File: src/rtl/dispatch_pkg.sv
// Shared types and default sizing for the matmul core dispatcher.
package dispatch_pkg;

  localparam int DEFAULT_NUM_CORES = 4;
  localparam int DEFAULT_CNT_W     = 16;
  localparam int DEFAULT_TIMEOUT   = 1024;

  typedef enum logic [1:0] {
    IDLE,
    CLEAR,
    RUN,
    DONE
  } state_t;

endpackage

File: src/rtl/core_dispatcher_if.sv
// Host/core bundle of the dispatcher: launch request, per-core clear/start levels and run report.
interface core_dispatcher_if
  import dispatch_pkg::*;
#(
  parameter int NUM_CORES = DEFAULT_NUM_CORES,
  parameter int CNT_W     = DEFAULT_CNT_W
);

  logic                 start;
  logic [NUM_CORES-1:0] core_mask;
  logic [NUM_CORES-1:0] end_process;
  logic [NUM_CORES-1:0] core_rst;
  logic [NUM_CORES-1:0] status;
  logic                 busy;
  logic                 done;
  logic [CNT_W-1:0]     cycles;
  logic                 timeout;
  logic [NUM_CORES-1:0] stuck_mask;

  modport master (
    output start, core_mask, end_process,
    input  core_rst, status, busy, done, cycles, timeout, stuck_mask
  );

  modport slave (
    input  start, core_mask, end_process,
    output core_rst, status, busy, done, cycles, timeout, stuck_mask
  );

endinterface

File: src/rtl/end_detect.sv
// Per-core completion tracker: rising-edge detect on end_process plus a sticky completion flag.
module end_detect (
  input  logic clk,
  input  logic rst_n,
  input  logic clear,
  input  logic enable,
  input  logic level,
  output logic rise,
  output logic flag
);

  logic prev;

  assign rise = level & ~prev;

  // prev always tracks the level, so a level already high when RUN begins never looks like an edge
  always_ff @(posedge clk or negedge rst_n) begin
    if (!rst_n) begin
      prev <= 1'b0;
      flag <= 1'b0;
    end else begin
      prev <= level;
      if (clear)
        flag <= 1'b0;
      else if (enable && rise)
        flag <= 1'b1;
    end
  end

endmodule

File: src/rtl/core_dispatcher.sv
// Clears, launches and collects completions from the matmul cores; reports run length.
// Defining DISPATCH_TIMEOUT_EN adds a TIMEOUT RUN-cycle limit with timeout/stuck_mask reporting.
module core_dispatcher
  import dispatch_pkg::*;
#(
  parameter int NUM_CORES = DEFAULT_NUM_CORES,
  parameter int CNT_W     = DEFAULT_CNT_W,
  parameter int TIMEOUT   = DEFAULT_TIMEOUT
) (
  input logic              clk,
  input logic              rst_n,
  core_dispatcher_if.slave bus
);

  state_t               state;
  state_t               state_next;
  logic [NUM_CORES-1:0] mask;
  logic [NUM_CORES-1:0] rise;
  logic [NUM_CORES-1:0] flags;
  logic [NUM_CORES-1:0] core_rst;
  logic [NUM_CORES-1:0] status;
  logic                 busy;
  logic                 done;
  logic [CNT_W-1:0]     cycles;
  logic [CNT_W-1:0]     cycles_inc;
  logic                 accept;
  logic                 in_run;
  logic                 complete;
  logic                 limit_hit;

  assign accept     = (state == IDLE) && bus.start;
  assign in_run     = (state == RUN);
  assign complete   = ((flags | rise) & mask) == mask;
  assign cycles_inc = (cycles == '1) ? cycles : cycles + CNT_W'(1);

  for (genvar i = 0; i < NUM_CORES; i++) begin : g_core
    end_detect u_end_detect (
      .clk    (clk),
      .rst_n  (rst_n),
      .clear  (accept),
      .enable (in_run),
      .level  (bus.end_process[i]),
      .rise   (rise[i]),
      .flag   (flags[i])
    );
  end

`ifdef DISPATCH_TIMEOUT_EN
  localparam logic [CNT_W-1:0] LIMIT = CNT_W'(TIMEOUT);

  logic                 timeout_q;
  logic [NUM_CORES-1:0] stuck_q;

  assign limit_hit = (cycles_inc == LIMIT);

  // Completion in the limit cycle takes priority, so the report only records a genuine timeout
  always_ff @(posedge clk or negedge rst_n) begin
    if (!rst_n) begin
      timeout_q <= 1'b0;
      stuck_q   <= '0;
    end else if (accept) begin
      timeout_q <= 1'b0;
      stuck_q   <= '0;
    end else if (in_run && !complete && limit_hit) begin
      timeout_q <= 1'b1;
      stuck_q   <= mask & ~(flags | rise);
    end
  end

  assign bus.timeout    = timeout_q;
  assign bus.stuck_mask = stuck_q;
`else
  logic unused_limit;

  assign unused_limit   = ^TIMEOUT;
  assign limit_hit      = 1'b0;
  assign bus.timeout    = 1'b0;
  assign bus.stuck_mask = '0;
`endif

  always_ff @(posedge clk or negedge rst_n) begin
    if (!rst_n)
      state <= IDLE;
    else
      state <= state_next;
  end

  always_comb begin
    state_next = state;
    case (state)
      IDLE:    if (bus.start) state_next = CLEAR;
      CLEAR:   state_next = RUN;
      RUN:     if (complete || limit_hit) state_next = DONE;
      DONE:    state_next = IDLE;
      default: state_next = IDLE;
    endcase
  end

  // Outputs are registered from the next state so they line up with the state they describe
  always_ff @(posedge clk or negedge rst_n) begin
    if (!rst_n) begin
      mask     <= '0;
      core_rst <= '0;
      status   <= '0;
      busy     <= 1'b0;
      done     <= 1'b0;
      cycles   <= '0;
    end else begin
      core_rst <= accept ? bus.core_mask : '0;
      status   <= (state_next == RUN) ? mask : '0;
      busy     <= (state_next == CLEAR) || (state_next == RUN);
      done     <= (state_next == DONE);
      if (accept) begin
        mask   <= bus.core_mask;
        cycles <= '0;
      end else if (in_run) begin
        cycles <= cycles_inc;
      end
    end
  end

  assign bus.core_rst = core_rst;
  assign bus.status   = status;
  assign bus.busy     = busy;
  assign bus.done     = done;
  assign bus.cycles   = cycles;

endmodule
File: src/flat_wrapper.sv
// flat-port wrapper written by rule: the top's interface ports become plain ports
module core_dispatcher_flat import dispatch_pkg::*;
#(
  parameter int NUM_CORES = DEFAULT_NUM_CORES,
  parameter int CNT_W     = DEFAULT_CNT_W,
  parameter int TIMEOUT   = DEFAULT_TIMEOUT
)
  (clk, rst_n, bus_start, bus_core_mask, bus_end_process, bus_core_rst, bus_status, bus_busy, bus_done, bus_cycles, bus_timeout, bus_stuck_mask);
  core_dispatcher_if #(.NUM_CORES(NUM_CORES), .CNT_W(CNT_W)) bus_i ();
  input logic clk;
  input logic rst_n;
  input wire logic [$bits(bus_i.start)-1:0] bus_start;
  input wire logic [$bits(bus_i.core_mask)-1:0] bus_core_mask;
  input wire logic [$bits(bus_i.end_process)-1:0] bus_end_process;
  output wire logic [$bits(bus_i.core_rst)-1:0] bus_core_rst;
  output wire logic [$bits(bus_i.status)-1:0] bus_status;
  output wire logic [$bits(bus_i.busy)-1:0] bus_busy;
  output wire logic [$bits(bus_i.done)-1:0] bus_done;
  output wire logic [$bits(bus_i.cycles)-1:0] bus_cycles;
  output wire logic [$bits(bus_i.timeout)-1:0] bus_timeout;
  output wire logic [$bits(bus_i.stuck_mask)-1:0] bus_stuck_mask;
  assign bus_i.start = bus_start;
  assign bus_i.core_mask = bus_core_mask;
  assign bus_i.end_process = bus_end_process;
  assign bus_core_rst = bus_i.core_rst;
  assign bus_status = bus_i.status;
  assign bus_busy = bus_i.busy;
  assign bus_done = bus_i.done;
  assign bus_cycles = bus_i.cycles;
  assign bus_timeout = bus_i.timeout;
  assign bus_stuck_mask = bus_i.stuck_mask;
  core_dispatcher #(.NUM_CORES(NUM_CORES), .CNT_W(CNT_W), .TIMEOUT(TIMEOUT)) u_core (.clk(clk), .rst_n(rst_n), .bus(bus_i));
endmodule
File: config.mk
export PLATFORM = sky130hd
export DESIGN_NAME = core_dispatcher_flat
export DESIGN_NICKNAME = d
export VERILOG_FILES = /design/src/rtl/dispatch_pkg.sv /design/src/rtl/core_dispatcher_if.sv /design/src/rtl/end_detect.sv /design/src/rtl/core_dispatcher.sv /design/src/flat_wrapper.sv
export SDC_FILE = /design/constraint.sdc
export NUM_CORES = 1
export LEC_CHECK = 0
export ABC_AREA = 0
export BUFFER_PORTS_ARGS = -buffer_cell sky130_fd_sc_hd__clkbuf_2
export CORE_MARGIN = 5
export CORE_UTILIZATION = 53
export DETAILED_ROUTE_END_ITERATION = 8
export PLACE_DENSITY = 0.78
export SYNTH_ARGS = -nofsm -noshare
export SYNTH_HDL_FRONTEND = slang
export SYNTH_SLANG_ARGS = --single-unit
File: constraint.sdc
create_clock -name clk -period 2.3 [get_ports clk]
set_clock_uncertainty 0.1 [all_clocks]
set_input_delay 0.23 -clock clk [delete_from_list [all_inputs] [get_ports clk]]
set_output_delay 0.23 -clock clk [all_outputs]
set_load 0.005 [all_outputs]
==> results.ini, run 1 <==
[status]
status=finished clean

[timing]
setup_viol=0
timing.final.ws_setup_ps=307.6
fmax_ghz=0.5019
layout_min_cycle_time_ps=1992
hold_viol=0
period_share_pct=86.62
whs_ps=35.13
maxSlewViolCount=0
fin_setup_tns_ps=0
slew_headroom_pct=35.85
rsz0062_at_grt=no
worst_pin_slew_ps=962.2

[power]
ir_drop_v=0.0004665
powerDensity_nw_per_um2=995.0
power.total_mw=2.206
p_leak_nw=1.090

[synth]
synth-edff-count=0
netlist_area_sq_um=1884
syn_avg_cell_area_sq_um=10.89
ys.flop_type=dfrtp_1
ys_types=45
yosys_warnings=0
yosysSeqAreaShare_pct=53.12
async_flop_share_pct=100.0
yosys_register_bits=40
postSynthCellCount=173

[cells_and_area]
antenna_cells=0
utilization_pct=65.41
register_area_sq_um=1001
multiInputGateArea_sq_um=800.8
drive_above_1_share_pct=24.54
final_common_cell=dfrtp_1
layout_common_cells=40 x dfrtp_1, 36 x clkbuf_2, 10 x nand2_1, 10 x a21oi_1, 10 x nor2_1
syn_to_final_growth_pct=17.66
fin_nets=233
fillCellCount=273

[critical_path]
worstPathArrival_ps=2170
rrSetupSlack_ps=310
end_kind=register
crit_type=register to register
crit_required_ps=2480
r2r_cells=6
worstSetupStartpointType=register
crit_fanout=4

[drt]
dr.pass1.iters=4
wl_microns=3931
wl_per_cell_microns=15.00
drc=0
viasPerCell=5.710
drt-initial-drc-count=132
via_count=1496
ant_nets=0

[global_route]
grt_use_total_pct=17.59
grt_use_met2_pct=26.06
grt-busiest-layer=met2
antenna_found_initial=0
grt_max_degree=41
grt_pass1_wl_microns=6872
grtUsageMet1_pct=24.05
globalRouteOverflowTotal=0
use_met3_pct=4.493
grt_pass1_vias=1445

[cts]
htreeDepth=2
cts_buffers=5
cts-resized-gates=0
clk_pin_slew_ps=110
cts_tree=done
clk_path_buf_depth=2
clock_sinks=40
cts_root_buf=clkbuf_4
clock_latency_ps=340

[die]
io_pins=42
start_util_pct=55.59
rows=21
core_sq_um=3390
fp.dieW_microns=69.63
dieArea_sq_um=4848
die_h_microns=69.63

[min_path]
hold_class=input port to register
min_path_cells=2

[job]
maxCapViolCount=0

[placed_design]
place_hpwl_microns=2791
port_buffers=36
gp_congestion=0.9125
dpl_worst_slack_ps=346.0

-- per-stage QoR --
stage / cell area (sq um) / cells
6_report: 2217 / 262
5_1_grt: 2217 / 262
4_1_cts: 2217 / 262
3_5_place_dp: 2069 / 250
3_3_place_gp: 2069 / 250
2_1_floorplan: 1899 / 177
-- registers in the layout, summed over array words and instances (netlist names) --
signal / count
u_core.mask: 4
u_core.g_core.u_end_detect.flag: 4
u_core.bus.status: 4
u_core.bus.core_rst: 4
u_core.bus.cycles: 16
u_core.state: 2
u_core.bus.done: 1
u_core.g_core.u_end_detect.prev: 4
u_core.bus.busy: 1
-- synthesized netlist by cell type, types with 3 or more instances --
cell type | number | share of area [%]
and2_1 | 6 | 2.0
nand4_1 | 6 | 2.0
nor2b_1 | 4 | 1.3
nand3_1 | 4 | 1.1
buf_4 | 5 | 2.0
dfrtp_1 | 40 | 53
or4_1 | 3 | 1.2
ha_1 | 6 | 4.0
and3_1 | 6 | 2.0
nor2_1 | 10 | 2.0
o21ai_0 | 4 | 1.1
a31oi_1 | 6 | 2.0
a21oi_1 | 10 | 2.7
inv_1 | 4 | 0.80
a21o_1 | 4 | 1.6
nor4_1 | 6 | 2.0
nand2_1 | 10 | 2.0
-- layer usage --
| layer | up-vias | wire length, microns |
|---|---|---|
| met5 | - | 0 |
| li1 | 712 | - |
| met4 | 0 | 82 |
| met1 | 689 | 1710 |
| met2 | 86 | 1762 |
| met3 | 9 | 374 |
-- repair_timing --
item / CTS / global route
hold buffers: 5 / 0
hold endpoints to repair: 44 / 0
setup buffers: 0 / 0
-- cell families after synthesis --
| logic type | count (synthesis) | synth area share, % |
|---|---|---|
| buf+inv | 15 | 5.179 |
| xor+xnor | 2 | 0.9298 |
| compound gates | 40 | 15.21 |
| flops | 40 | 53.12 |
| simple gates | 68 | 20.85 |
| other cells | 1 | 0.1990 |
| fa+ha+maj | 6 | 3.984 |
| mux | 1 | 0.5312 |
-- report_power, final --
part / switching, mW / internal [mW] / leakage (nW)
Combinational: 0.381 / 0.305 / 0.514
Sequential: 0.107 / 0.862 / 0.525
Clock: 0.218 / 0.333 / 0.0513
-- worst max-delay path, stage by stage (launching register included) --
cell and delay [ps]:
dfrtp_1 420, inv_1 110, ha_1 190, nand3_2 110, or3_4 360, or4_1 480, a21oi_1 150
-- area by class of cell --
cell class                 instances  area share (%)
inverter                           4          0.6772
sequential                        40           45.15
clock buffer                       5           1.693
multi-input combinational        122           36.12
timing repair buffer              43           11.06
clock inverter                     2           2.709
tap                               46           2.596
-- final timing paths --
path,start,endpoint
min in group asynchronous,rst_n,u_core.bus.core_rst[0]$_DFF_PN0_
min reg2reg,u_core.g_core[2].u_end_detect.flag$_DFFE_PN0P_,u_core.g_core[2].u_end_detect.flag$_DFFE_PN0P_
max in group asynchronous,rst_n,u_core.bus.cycles[2]$_DFFE_PN0P_
max,u_core.state[0]$_DFF_PN0_,u_core.bus.cycles[9]$_DFFE_PN0P_
max reg2reg,u_core.state[0]$_DFF_PN0_,u_core.bus.cycles[9]$_DFFE_PN0P_
min,bus_core_mask[2],u_core.bus.core_rst[2]$_DFF_PN0_
(Power assumes the default switching activity.)
==> run 2: changes to the inputs <==
==> constraint.sdc (replaced) <==
create_clock -name clk -period 1.9 [get_ports clk]
set_clock_uncertainty 0.1 [all_clocks]
set_input_delay 0.19 -clock clk [delete_from_list [all_inputs] [get_ports clk]]
set_output_delay 0.19 -clock clk [all_outputs]
set_load 0.005 [all_outputs]
==> run 2 against run 1 <==
Sequential cell count is the same. Die area unchanged. Routed wire length grew 21%. Total power grew 28%. Critical endpoint unchanged. Maximum frequency increased by 7.8%. Cell count is 9.9% higher. Utilization grew 6.9 points. Largest cell class unchanged.
==> results.ini, run 2 (synthesis results as in run 1) <==
[timing]
layout_min_cycle_time_ps=1849  ; -143.6 ps
worst_pin_slew_ps=547.9  ; -414.4 ps
fmax_ghz=0.5409  ; +7.8%
fin_setup_tns_ps=0  ; unchanged
period_share_pct=97.30  ; +11 points
setup_viol=0  ; unchanged
rsz0062_at_grt=yes
slew_headroom_pct=63.47  ; +28 points
hold_viol=0  ; unchanged
maxSlewViolCount=0  ; unchanged
whs_ps=7.628  ; -27.50 ps

[critical_path]
r2r_start=u_core.state[0]$_DFF_PN0_
crit_fanout=4  ; unchanged
r2r_cells=6  ; unchanged
worstPathArrival_ps=2060  ; -110 ps
r2r-end=u_core.bus.cycles[9]$_DFFE_PN0P_
worstSetupStartpointType=register
crit_required_ps=2110  ; -370 ps
rrSetupSlack_ps=50  ; -260 ps
end_kind=register
crit_type=register to register

[global_route]
grt_use_total_pct=20.23  ; +2.6 points
grt_max_degree=24  ; -41%
grt_pass1_wl_microns=7741  ; +13%
grt_pass1_vias=1639  ; +13%
globalRouteOverflowTotal=0  ; unchanged
antenna_found_initial=0  ; unchanged

[cts]
clk_path_buf_depth=2  ; unchanged
clock_sinks=40  ; unchanged
clk_pin_slew_ps=140  ; +30 ps
clock_latency_ps=380  ; +40 ps
cts_root_buf=clkbuf_4
cts_buffers=5  ; unchanged
cts_tree=done
htreeDepth=2  ; unchanged

[cells_and_area]
largest_reg_flops=16  ; unchanged
final_cells=288  ; +9.9%
layout_common_cells=40 x dfrtp_1, 36 x clkbuf_2, 24 x buf_4
fin_nets=258  ; +11%
drive_above_1_share_pct=34.71  ; +10 points
postLayoutCellArea_sq_um=2452  ; +11%
antenna_cells=0  ; unchanged
fillCellCount=244  ; -11%
final_common_cell=dfrtp_1
multiInputGateArea_sq_um=853.3  ; +6.6%
register_area_sq_um=1001  ; unchanged
syn_to_final_growth_pct=30.15
regMostFlops=u_core.bus.cycles

[power]
power.total_mw=2.819  ; +28%
p_leak_nw=1.212  ; +11%
powerDensity_nw_per_um2=1149  ; +16%
ir_drop_v=0.001167  ; +150%

[placed_design]
dp_cells=270  ; +8.0%
place_hpwl_microns=3308  ; +19%
place_area_sq_um=2222  ; +7.4%
port_buffers=36  ; unchanged
gp_congestion=0.9535  ; +4.5%

[status]
status=finished clean

[min_path]
min_path_cells=2  ; unchanged
worstHoldStart=bus_core_mask[3]
hold_end=u_core.bus.core_rst[3]$_DFF_PN0_
hold_class=input port to register

[die]
start_util_pct=55.59  ; unchanged
io_pins=42  ; unchanged
core_sq_um=3390  ; unchanged
die_h_microns=69.63  ; unchanged
dieArea_sq_um=4848  ; unchanged
fp.dieW_microns=69.63  ; unchanged
rows=21  ; unchanged

[drt]
ant_nets=0  ; unchanged
drc=0  ; unchanged
wl_per_cell_microns=16.51  ; +10%
viasPerCell=5.708  ; about the same
via_count=1644  ; +9.9%
dr.pass1.iters=4  ; unchanged
wl_microns=4756  ; +21%
drt-initial-drc-count=115  ; -13%

[job]
maxCapViolCount=0  ; unchanged

[run 2: cell count changes in the layout (fill, tap and decap cells not counted), sizes merged]
cell | before | now
buf | 2 | 24
bufinv | 2 | 1
clkinv | 0 | 2
dlygate4sd3 | 5 | 8
[run 2: worst max-delay path by stage]
stage | from | end | slack, ps | cells after the start
6_report | u_core.state[0]$_DFF_PN0_ | u_core.bus.cycles[9]$_DFFE_PN0P_ | 50 | 6
4_1_cts | u_core.state[0]$_DFF_PN0_ | u_core.bus.cycles[9]$_DFFE_PN0P_ | 10 | 6
3_3_place_gp | u_core.state[0]$_DFF_PN0_ | u_core.bus.cycles[9]$_DFFE_PN0P_ | 40 | 6
3_5_place_dp | u_core.state[0]$_DFF_PN0_ | u_core.bus.status[1]$_DFF_PN0_ | -70 | 6
2_1_floorplan | u_core.state[0]$_DFF_PN0_ | u_core.bus.cycles[9]$_DFFE_PN0P_ | 6 | 6
5_1_grt | u_core.bus.cycles[12]$_DFFE_PN0P_ | u_core.bus.cycles[13]$_DFFE_PN0P_ | -30 | 4
[run 2: report_power, final]
group          switching [mW]  total (mW)  internal [mW]
Sequential              0.125        1.17           1.04
Combinational           0.571        1.05          0.481
Clock                   0.317       0.598          0.281
Total                    1.01        2.82           1.81
[run 2: area by class of cell]
type                    instances  area share (%)
flip-flops and latches         40           40.82
multi-input cells             122           34.80
repair buffers                 68           17.96
well taps                      46           2.347
clock inverters                 3           1.939
clock buffers                   5           1.531
inverters                       4          0.6122
[run 2: metrics by stage]
step                      util (%)  worst slack [ps]
final                        72.35             51.26
after global routing         72.35            -32.10
after CTS                    70.62             13.10
after detailed placement     65.56            -68.49
after global placement       65.56             39.53
after floorplan                  -             6.192
[run 2: routing by layer]
layer / global-route usage, % / vias to the layer above / share of wire, % / wire length [microns]
li1: - / 771 / - / -
met1: 24.17 / 775 / 41 / 1932
met2: 32.84 / 84 / 47 / 2249
met3: 5.797 / 14 / 9.1 / 435
met4: 10.85 / 0 / 2.9 / 139
met5: 0 / - / 0 / 0
[run 2: worst max-delay path, cell delays in order, from the launching register on]
cell     delay (ps)
dfrtp_1         410
inv_2           100
ha_4            140
nand3_2          80
or3_4           360
or4_4           490
a21oi_2         120
[run 2: what timing repair did]
item	CTS	global route
endpoints found under the setup margin	5	5
hold buffers	8	0
buffers inserted	0	2
hold endpoints to repair	28	0
resized for setup	2	7
pin swaps	1	2
